### src/rtl/pasta_pkg.sv
// Shared byte-packing constants and the byte-lane mapping helper.
package pasta_pkg;

  localparam int WORD_W = 64;
  localparam int NBYTES = 8;
  localparam int IDX_W  = 3;

  // Lane that receives the byte at position idx; reverse puts byte 0 in the top lane.
  function automatic logic [IDX_W-1:0] lane_of(input logic [IDX_W-1:0] idx,
                                               input logic reverse);
    return reverse ? (3'd7 - idx) : idx;
  endfunction

endpackage

### src/rtl/byte_word_packer.sv
// Packs a byte stream into 64-bit words with a single registered output slot.
// Optional BYTE_WORD_PACKER_PARTIAL_FLUSH_EN lets in_last close a short word.
module byte_word_packer
  import pasta_pkg::*;
#(
  parameter bit REVERSE = 1'b1
) (
  input  logic              clk,
  input  logic              rst,
  input  logic [7:0]        in_byte,
  input  logic              in_valid,
  input  logic              in_last,
  output logic              in_ready,
  output logic [WORD_W-1:0] out_word,
  output logic              out_valid,
  output logic [3:0]        out_bytes,
  input  logic              out_ready
);

  // Handshakes: a byte moves when in_valid && in_ready at a rising edge; a word
  // moves when out_valid && out_ready. out_word/out_bytes hold while stalled.

  logic [IDX_W-1:0]  r_idx;
  logic [WORD_W-1:0] r_asm;
  logic [WORD_W-1:0] r_out_word;
  logic              r_out_valid;
  logic [3:0]        r_out_bytes;

  logic [IDX_W-1:0]  w_lane;
  logic [WORD_W-1:0] w_assembled;
  logic              w_completing;
  logic [3:0]        w_fill;
  logic              w_accept;
  logic              w_out_xfer;

  assign w_lane      = lane_of(r_idx, REVERSE);
  assign w_assembled = r_asm | (WORD_W'(in_byte) << {w_lane, 3'b000});

`ifdef BYTE_WORD_PACKER_PARTIAL_FLUSH_EN
  assign w_completing = (r_idx == 3'd7) || in_last;
  assign w_fill       = {1'b0, r_idx} + 4'd1;
`else
  logic w_unused_last;
  assign w_unused_last = in_last;
  assign w_completing  = (r_idx == 3'd7);
  assign w_fill        = 4'd8;
`endif

  // Only a completing byte needs the output slot to be free (or draining).
  assign in_ready   = !w_completing || !r_out_valid || out_ready;
  assign w_accept   = in_valid && in_ready;
  assign w_out_xfer = r_out_valid && out_ready;

  always_ff @(posedge clk or posedge rst) begin
    if (rst) begin
      r_idx       <= '0;
      r_asm       <= '0;
      r_out_word  <= '0;
      r_out_valid <= 1'b0;
      r_out_bytes <= '0;
    end else begin
      if (w_accept && w_completing) begin
        r_out_word  <= w_assembled;
        r_out_bytes <= w_fill;
        r_out_valid <= 1'b1;
        r_idx       <= '0;
        r_asm       <= '0;
      end else begin
        if (w_accept) begin
          r_asm <= w_assembled;
          r_idx <= r_idx + 3'd1;
        end
        if (w_out_xfer) begin
          r_out_valid <= 1'b0;
        end
      end
    end
  end

  assign out_word  = r_out_word;
  assign out_valid = r_out_valid;
  assign out_bytes = r_out_bytes;

endmodule

### config.mk
export PLATFORM = sky130hd
export DESIGN_NAME = byte_word_packer
export DESIGN_NICKNAME = d
export VERILOG_FILES = /design/src/rtl/pasta_pkg.sv /design/src/rtl/byte_word_packer.sv
export SDC_FILE = /design/constraint.sdc
export NUM_CORES = 1
export LEC_CHECK = 0
export CAP_MARGIN = 30
export CORE_MARGIN = 3
export CORE_UTILIZATION = 57
export DETAILED_ROUTE_END_ITERATION = 10
export DONT_BUFFER_PORTS = 1
export PLACE_DENSITY_LB_ADDON = 0.25
export RECOVER_POWER = 25
export SYNTH_ARGS = -nofsm -noshare
export SYNTH_HDL_FRONTEND = slang
export SYNTH_SLANG_ARGS = --single-unit
### constraint.sdc
create_clock -name clk -period 8.29 [get_ports clk]
set_clock_uncertainty 0.1 [all_clocks]
set_input_delay 1.2435 -clock clk [delete_from_list [all_inputs] [get_ports clk]]
set_output_delay 1.2435 -clock clk [all_outputs]
set_load 0.05 [all_outputs]
==> out/qor.yml <==
status: "finished with violations"
drive_above_1_share: 0.0983
critical_path_class: "in -> async"
yosys_register_bits: 133
die_height_um: 104
slowest_delay_ps: 2310
core-area_um2: 9240
setup_tns_ps: 0
cts_max_level: 4
clk_latency_ps: 520
finalPower_mw: 2.94
synth_mux_area_frac: 0.00207
hold_viol: 0
synthesis.area_um2: 5440
clock_sinks: 133
cp.required_ps: 8780
cp-end-kind: "async pin"
routed_wl_um: 13600
cts-hold-fix-buffers: 0
ir_drop_mv: 0.248
hp-start: "r_asm[52]"
drv_slew: 63
boundaryPins: 83
synth_xor_area_frac: 0
num_vias: 3893
yosysTopAreaCellShare: 0.612
antenna_found_initial: 0
power_density_nw_per_um2: 496
yosys.area_share.simple: 0.0377
synth_top_family_by_area: "compound AO/OA/AOI/OAI gates"
syn_to_final_growth_pct: 9.23
crit_slowest_cell: "clkbuf_1"
rows: 35
critical-path-top-delay-family: "buffers and inverters"
tightestPinTransition_ps: 3210
clock-root-buffer: "clkbuf_8"
start_util: 0.588
critPathLaunchType: "primary input"
synth_fa_ha_area_frac: 0.00460
antenna_left: 0
grt.overflow.total: 0
cts_resized: 0
gp_congestion: 0.757
drt_iter0_drc: 432
finalSetupViolations: 0
grt_usage: 0.258
dp_cells: 564
cap_violations: 1
power.leakage_nw: 2.45
synth_area_leader_cell: "dfrtp_1"
cts_buffers: 17
rsz0062_at_grt: "false"
cp_cell_sequence: "clkinvlp_2, clkbuf_1, buf_4"
cts_tree: "yes"
yosys_warnings: 0
hold_class: "reg -> reg"
design.final.nets: 470
synthCells: 479
antenna_cells: 0
netlist_top_cells_area: "dfrtp_1, o21ai_0, o2bb2ai_1"
drc: 0
fin_crit_ps: 4420
grt_max_degree: 81
crit_start: "rst"
fin_crit_sh: 0.533
clk_pin_slew_ps: 60
die_w_um: 104
fmax_mhz: 226
design.die.area_um2: 10700
first_pass_iters: 8
syn_avg_cell_area_um2: 11.3
clock_path_buffers: 2
worst-path-buf-inv: 3
grt_pass1_wl_um: 21600
wire_per_inst_um: 22.7
relSlewSlack: -1.14
post-cts-setup-buffers: 0
via_per_inst: 6.52
final_cells: 597
first_global_vias: 3839
final_util: 0.643
synth_compound_area_frac: 0.295
synth_cell_types: 29
violations: "capacitance limit, slew limit"
critPathArrivalTime_ps: 4910
yosysSeqAreaShare: 0.612
cp_max_fo: 62
hpwl_um: 7710
r2r-start: "out_valid"
io_buffers: 0
[worst reg2reg max path: cells and delay by family, from the launching register on]
| family | cells | cell delay (ps) |
|---|---|---|
| AO/OA/AOI/OAI | 1 | 290 |
| buffers and inverters | 2 | 1230 |
| flip-flops | 1 | 680 |
| AND/OR/NAND/NOR | 2 | 890 |
[layout by cell type (no fill, tap or decap), types with 4 or more instances in the layout]
master	Yosys	routed
dfrtp_1	133	133
o21ai_0	124	124
a21oi_1	64	64
o2bb2ai_1	64	64
clkbuf_16	0	16
nand3_1	8	8
o21ai_2	7	7
clkbuf_1	26	7
o21ai_1	5	5
buf_4	8	4
[routing by layer]
metal / part of all wire / up-vias / track usage
met3: 0.079 / 25 / 0.0854
met4: 0.020 / 0 / 0.0988
met5: 0 / - / 0
met1: 0.42 / 1974 / 0.359
li1: - / 1726 / -
met2: 0.48 / 168 / 0.382
[final timing paths]
| check | slack, ps | end | depth (start not counted) |
|---|---|---|---|
| max | 3870 | r_asm[5] | 3 |
| min | 390 | r_asm[52] | 1 |
| max reg2reg | 4940 | out_word[23] | 5 |
| min reg2reg | 390 | r_asm[52] | 1 |
| max in group clk | 4570 | in_ready | 3 |
| min in group asynchronous | 590 | out_word[12] | 1 |
[cells by family (layout without fill, tap and decap cells)]
| group | after synthesis | count (layout) |
|---|---|---|
| buffers and inverters | 51 | 38 |
| multiplexers | 1 | 1 |
| AND/OR/NAND/NOR | 25 | 25 |
| AO/OA/AOI/OAI | 266 | 266 |
| adder cells (fa/ha/maj) | 2 | 2 |
| other | 1 | 3 |
| flip-flops | 133 | 133 |
[state kept, by name (all words and copies together) (netlist names)]
register   flops
out_bytes      1
out_valid      1
out_word      64
r_asm         64
r_idx          3
[area by class of cell]
cell class,instances,area (µm²)
Clock buffer,24,450
Clock inverter,8,101
Fill cell,739,3300
Inverter,1,5.00
Multi-Input combinational cell,297,1860
Sequential cell,133,3330
Tap cell,129,161
Timing Repair Buffer,5,33.8
[report_power, final]
group / internal (mW) / switching [mW] / leakage (nW)
Combinational: 0.251 / 0.318 / 0.521
Sequential: 0.941 / 0.731 / 1.67
Clock: 0.435 / 0.267 / 0.259
[cells in the mapped netlist]
library cell  number
o21ai_2            7
a22o_1             1
clkbuf_1          26
buf_6              3
nand3b_1           1
nor2_1             1
buf_2             10
o21ai_0          124
mux2_2             1
nor2b_4            1
nand2b_1           2
nand2_1            2
nand3_1            8
or2_4              1
o2bb2ai_1         64
conb_1             1
buf_4              8
and3_1             1
nor2b_1            1
nor3b_4            3
nor3_4             1
ha_1               2
o21ai_1            5
clkbuf_2           3
a31oi_1            1
and3b_1            3
inv_1              1
a21oi_1           64
dfrtp_1          133
[metrics by stage]
step	area (µm²)	setup slack [ps]	hold slack, ps
after detailed placement	5380	4580	374
after floorplan	5440	3390	357
after global routing	5940	3190	401
final	5940	3870	392
after CTS	5940	4620	391
after global placement	5380	4700	372
Power figures use the tool's default switching activity.
